**src/rtl/vote_gray_encrypt_tx.sv**
```systemverilog
// Snapshots a candidate vote tally on start and streams each count Gray-encoded over valid/ready.
// Optional out_parity port (even parity of out_data) is enabled by defining EVM_ENC_PARITY_EN.
module vote_gray_encrypt_tx #(
   parameter  int WIDTH    = 8,
   parameter  int NUM_CAND = 4,
   localparam int IDX_W    = $clog2(NUM_CAND)
) (
   input  logic                      clk,
   input  logic                      rst_n,
   input  logic                      start,
   input  logic [NUM_CAND*WIDTH-1:0] counts_in,
   output logic                      busy,
   output logic                      out_valid,
   input  logic                      out_ready,
   output logic [WIDTH-1:0]          out_data,
   output logic [IDX_W-1:0]          out_idx,
   output logic                      out_last,
   output logic                      done
`ifdef EVM_ENC_PARITY_EN
   ,output logic                     out_parity
`endif
);

   localparam logic [IDX_W-1:0] LAST_IDX = IDX_W'(NUM_CAND - 1);

   typedef enum logic [1:0] {IDLE, SEND, DONE} state_t;

   state_t           state, state_n;
   logic [WIDTH-1:0] snap [NUM_CAND];
   logic             load;
   logic             busy_n, valid_n, last_n, done_n;
   logic [WIDTH-1:0] data_n;
   logic [IDX_W-1:0] idx_n, idx_inc;

   function automatic logic [WIDTH-1:0] gray(input logic [WIDTH-1:0] b);
      return b ^ (b >> 1);
   endfunction

   always_ff @(posedge clk or negedge rst_n) begin
      if (!rst_n) begin
         state     <= IDLE;
         busy      <= 1'b0;
         out_valid <= 1'b0;
         out_data  <= '0;
         out_idx   <= '0;
         out_last  <= 1'b0;
         done      <= 1'b0;
         for (int unsigned i = 0; i < NUM_CAND; i++) snap[i] <= '0;
      end else begin
         state     <= state_n;
         busy      <= busy_n;
         out_valid <= valid_n;
         out_data  <= data_n;
         out_idx   <= idx_n;
         out_last  <= last_n;
         done      <= done_n;
         if (load) begin
            for (int unsigned i = 0; i < NUM_CAND; i++) snap[i] <= counts_in[i*WIDTH +: WIDTH];
         end
      end
   end

`ifdef EVM_ENC_PARITY_EN
   always_ff @(posedge clk or negedge rst_n) begin
      if (!rst_n) out_parity <= 1'b0;
      else        out_parity <= ^data_n;
   end
`endif

   always_comb begin
      state_n = state;
      busy_n  = busy;
      valid_n = out_valid;
      data_n  = out_data;
      idx_n   = out_idx;
      last_n  = out_last;
      done_n  = 1'b0;
      load    = 1'b0;
      idx_inc = out_idx + IDX_W'(1);
      case (state)
         IDLE: begin
            busy_n = 1'b0;
            if (start) begin
               // First word comes straight from the input; the snapshot lands on the same edge.
               load    = 1'b1;
               state_n = SEND;
               busy_n  = 1'b1;
               valid_n = 1'b1;
               idx_n   = '0;
               data_n  = gray(counts_in[0 +: WIDTH]);
               last_n  = 1'b0;
            end
         end
         SEND: begin
            if (out_valid && out_ready) begin
               if (out_idx == LAST_IDX) begin
                  state_n = DONE;
                  valid_n = 1'b0;
                  last_n  = 1'b0;
                  done_n  = 1'b1;
               end else begin
                  idx_n  = idx_inc;
                  data_n = gray(snap[idx_inc]);
                  last_n = (idx_inc == LAST_IDX);
               end
            end
         end
         DONE: begin
            state_n = IDLE;
            busy_n  = 1'b0;
         end
         default: begin
            state_n = IDLE;
            busy_n  = 1'b0;
            valid_n = 1'b0;
            last_n  = 1'b0;
         end
      endcase
   end

endmodule

```
**config.mk**
```make
export PLATFORM = sky130hd
export DESIGN_NAME = vote_gray_encrypt_tx
export DESIGN_NICKNAME = d
export VERILOG_FILES = /design/src/rtl/vote_gray_encrypt_tx.sv
export SDC_FILE = /design/constraint.sdc
export NUM_CORES = 1
export LEC_CHECK = 0
export BUFFER_PORTS_ARGS = -buffer_cell sky130_fd_sc_hd__buf_2
export CORE_MARGIN = 1.5
export CORE_UTILIZATION = 37
export CTS_CLUSTER_SIZE = 24
export DETAILED_ROUTE_END_ITERATION = 6
export PLACE_DENSITY = 0.57
export SLEW_MARGIN = 20
export SYNTH_ARGS = -nofsm -noshare
export SYNTH_HDL_FRONTEND = slang
export SYNTH_SLANG_ARGS = --single-unit
```
**constraint.sdc**
```tcl
create_clock -name clk -period 2.3 [get_ports clk]
set_clock_uncertainty 0.1 [all_clocks]
set_input_delay 0.46 -clock clk [delete_from_list [all_inputs] [get_ports clk]]
set_output_delay 0.46 -clock clk [all_outputs]
set_load 0.02 [all_outputs]
```
### Yosys cells after proc, flatten, opt, wreduce, memory -nomap -nowiden

Index checks and enable logic that the tools add are counted.

* multiplexer cells: 29
* equality and inequality tests: 8
* order comparisons: 1
* $add $sub $neg: 1
* shift operators: 0
* reductions and logical operators: 7
* bitwise gates (word level): 4
* divide/modulo/power cells: 0
* multiply operators: 0

Operators with widths (count)
* 8-bit two-way mux: 5
* 8-bit binary-select mux with 2-bit select: 1
* 8-bit case mux with 2 select lines: 1
* 8-bit by 7-bit bitwise XOR with 8-bit output: 2
* 2-bit two-way mux: 6
* 1-bit two-way mux: 11
* 2-bit != test (second input constant): 4
* 2-bit case mux with 2 select lines: 2
* 4-bit AND reduction: 2
* 2-bit == test (second input constant): 3
* 1-bit case mux with 3 select lines: 2
* 3-bit AND reduction: 2
* 3-bit >= comparator (second input constant): 1
* 2-bit NOT with 3-bit output: 1
* 2-bit by 1-bit adder with 2-bit output (second input constant): 1
* 2-bit by 1-bit == test with 1-bit output (second input constant): 1
* 2-bit logical NOT: 1
* 1-bit case mux with 2 select lines: 1
* 2-bit nonzero test: 1
* 1-bit logical AND: 1
* 1-bit NOT: 1

* logic and storage cells: 61
* RAM bits: 0
* bits in read-only memories: 0
* memories kept: 0
* register bits after elaboration: 48
* latch bits: 0
* input bits: 36

### Logic depth before layout (Yosys ltp)

* word-level depth: 9
* mapped depth: 8
* depth with buffers taken out: 6

### Worst setup path after synthesis

No wires, ideal clock.

* path type: register to register
* start point: register out_idx[0]
* end point: register out_data[3]
* data required time: 2.071 ns
* clock period less this slack: 2.100 ns
* library setup time: 0.129 ns
* cell stages (with the launch flop): 9
* path slack: 0.200 ns
* arrival time: 1.872 ns
* buffers on the path: 2
* cells stage by stage: dfrtp_1 -> buf_6 -> inv_1 -> ha_1 -> buf_2 -> mux4_1 -> xor2_1 -> o21ai_1 -> o21ai_0

* cells in the longest elaborated chain, start to end: 9

Ends and longest elaborated chain
* from (decl): line 16 `output logic [IDX_W-1:0] out_idx,`
* from (signal assigned): line 54 `out_idx <= idx_n;`
* 2-bit by 1-bit adder with 2-bit output: line 79 `idx_inc = out_idx + IDX_W'(1);`
* 2-bit NOT with 3-bit output (implied by the code): line 103 `data_n = gray(snap[idx_inc]);`
* 8-bit binary-select mux with 2-bit select: line 103
* 8-bit two-way mux (implied by the code) (2 in a row): line 103
* 8-bit by 7-bit bitwise XOR with 8-bit output: line 36 `return b ^ (b >> 1);`
* 8-bit two-way mux: line 96 `if (out_idx == LAST_IDX) begin`
* 8-bit two-way mux: line 95 `if (out_valid && out_ready) begin`
* 8-bit case mux with 2 select lines: line 80 `case (state)`
* to (signal assigned): line 53 `out_data <= data_n;`
* to (decl): line 15 `output logic [WIDTH-1:0] out_data,`

Several ways; a longest one is shown, not always the timed one. The select of a mux whose other input is x is not followed.
A chain may end at the register's enable or synchronous reset.

### Final worst setup path

* start point: register out_idx[1]
* end point: register out_data[4]

Same word-level chain as after synthesis.

==> summary.txt <==
Critical path
  • Critical-path top delay cell: ha_1
  • CP peak stage delay: 0.55 ns
  • Delay-heaviest family, CP: adder cells
  • Worst setup EP type: flip-flop
  • Critical Path Most Common Cell: o21ai_1
  • Crit Path Class: flip-flop to flip-flop
  • Req. time, crit path: 2.37 ns
  • Critical path peak fanout: 9
  • Crit path DAT: 2.06 ns
  • Buf/Inv on CP: 0
  • Crit-path cells: ha_1, mux4_1, xor2_1, o21ai_1, o21ai_1
  • CP Launch Type: flip-flop

Clock tree
  • # Post-CTS Setup Buffers: 0
  • Clk_lat worst skew: 0.29 ns
  • CTS tree: done
  • CTS Buf Count: 5
  • Clock sink count: 48
  • CTS resizes: 0
  • Clock root cell: clkbuf_8
  • H-tree depth: 2
  • Clk slew on worst S/H paths: 0.08 ns
  • CTS Hold Bufs: 0
  • CTS Buffer Depth: 2

Yosys
  • Top post-synthesis cells by area: dfrtp_1 53%, mux2_2 16%, mux4_2 5.9%
  • Synth cell types: 29
  • Complex-gate fraction of the synthesized area: 0.0710
  • Synth Flop Type: dfrtp_1
  • Post-synth net total: 212
  • Area share of the largest cell type after synthesis: 0.528
  • Register area share after synthesis: 0.528
  • Synth area leader: dfrtp_1
  • Synth Area in Adders: 0.0110
  • Synthesized flop and latch total: 48
  • Avg Inst Size Synth: 13.1 µm²
  • Largest family of logic cells by synthesized area: multiplexers
  • Synth top cells by count: 48 x dfrtp_1, 32 x mux2_2, 19 x nand2_1
  • Post-Synth XOR/XNOR Area: 0.0539
  • Count leader, synth: dfrtp_1
  • Simple-gate share of the synthesized area: 0.0622
  • YS warnings: 0
  • Synth Cell Area: 2270 µm²
  • Fraction of registers with async set/reset: 1.00
  • Number of flops mapped to enable cells by yosys: 0
  • Mux contribution to synthesized area: 0.245
  • Syn Inst Count: 174

Floorplanning
  • Core region area: 5920 µm²
  • DIE WIDTH: 81.4 µm
  • DIE HEIGHT: 81.4 µm
  • Row count: 28
  • Initial Util: 0.384
  • IO Pins: 50
  • Die Area: 6620 µm²

Drt
  • Post-DR vias/cell: 4.90
  • Starting DRT DRC Count: 41
  • Via count: 1471
  • DRC viols: 0
  • WL final: 4.23 mm
  • First-pass iteration count of the detailed router: 4
  • Antenna-violating nets left: 0
  • Drt wl/cell: 14.1 µm

Timing
  • Fmax: 502 MHz
  • Worst slew pin tran: 0.595 ns
  • Max-slew violation count: 0
  • RSZ-0062 raised after global routing: false
  • Fin crit share: 0.866
  • Final setup viols: 0
  • Post-route setup TNS: 0 ns
  • Slew HR: 0.604
  • Final setup margin: 0.308 ns
  • Tmin final: 1.99 ns
  • Final hold violations: 0

Global routing
  • Number of global-route vias before repair: 1485
  • Wire length of the first global-routing pass: 7.33 mm
  • Initial antenna violation count: 0
  • Largest net degree at the start of global routing: 35
  • GRT Residual Overflow: 0
  • Overall Global Routing Usage: 0.148

Cells and area
  • Sequential Area: 1200 µm²
  • Share of cells above drive strength 1: 0.444
  • Antenna diode count: 0
  • Multi-input gate area: 1010 µm²
  • Nets: 262
  • Number of fill cells: 566
  • Synth-to-Final Area Change: 18.5%

Min path
  • Hold Crit Class: input port to asynchronous set/reset pin

Outcome
  • Status: finished clean

Flow run
  • # Max-Cap Violations: 0

Placement
  • Pre-CTS WS: 0.301 ns
  • Routability cong.: 0.706
  • Post-DP HPWL: 3.15 mm
  • # port buffers: 49

Pwr
  • Power Dens Cells: 1440 nW/µm²
  • Peak VDD IR: 0.000532 V
  • Leakage: 1.23 nW
-- flip-flops by register name, indices dropped and copies added (netlist names) --
name	count
done	1
state	2
out_data	8
out_idx	2
busy	1
out_valid	1
out_last	1
snap	32
-- worst reg2reg max path: cells and delay by family, from the launching register on --
family | cells | cell delay [ns]
adders and majority gates | 1 | 0.55
DFF | 1 | 0.43
muxes | 1 | 0.42
xor gates and xnor gates | 1 | 0.19
AOI/OAI and AO/OA | 2 | 0.19
-- kinds of logic (layout without fill, tap and decap cells) --
logic type,after synthesis,in the layout
simple gates,31,31
compound gates,27,27
mux,41,41
flops,48,48
buf+inv,11,62
xor+xnor,14,14
fa+ha+maj,2,2
-- metrics by stage --
step	total power, W	instance area (µm²)	cells	hold slack [ns]	util
2_1_floorplan	0.00301	2270	174	0.0644	-
3_3_place_gp	0.00340	2600	292	0.361	0.440
3_5_place_dp	0.00345	2600	292	0.362	0.440
4_1_cts	0.00396	2690	300	0.0411	0.455
5_1_grt	0.00426	2690	300	0.0571	0.455
6_report	0.00389	2690	300	0.0345	0.455
-- power breakdown --
part           total [W]  internal, W  switching [W]
combinational    0.00187     0.000980       0.000890
sequential       0.00152      0.00126       0.000257
clock           0.000501     0.000245       0.000256
total            0.00389      0.00249        0.00140
-- cells in the final DEF (no fill, tap or decap), types with 4 or more instances in the layout --
cell type	Yosys	routed
clkbuf_8	0	6
a21o_1	4	4
nand2_1	19	19
buf_2	6	49
xnor2_1	7	7
xor2_1	7	7
mux2_2	32	32
o21ai_1	13	13
dfrtp_1	48	48
mux4_2	6	6
-- path summary, 6_finish.rpt --
path,from,endpoint,slack [ns],cells past startpoint
max,out_idx[1],out_data[4],0.31,5
min,rst_n,snap[16],0.03,1
max reg2reg,out_idx[1],out_data[4],0.31,5
min reg2reg,busy,busy,0.38,1
max in group asynchronous,rst_n,snap[29],1.55,2
min in group clk,counts_in[24],snap[0],0.30,2
-- cell type report --
class,count,share of cell area
well taps,75,0.0348
repair buffers,52,0.109
flip-flops and latches,48,0.446
clock buffers,8,0.0334
inverters,2,0.00279
multi-input cells,115,0.374
-- layer usage --
| layer | global-route usage | wire length (µm) | part of all wire | vias to the layer above |
|---|---|---|---|---|
| met1 | 0.196 | 2020 | 0.48 | 716 |
| met4 | 0.0310 | 15 | 0.0035 | 0 |
| li1 | - | - | - | 719 |
| met3 | 0.0404 | 221 | 0.052 | 2 |
| met2 | 0.243 | 1980 | 0.47 | 34 |
| met5 | 0 | 0 | 0 | - |
Note: power is estimated with default switching activity, not from simulation.
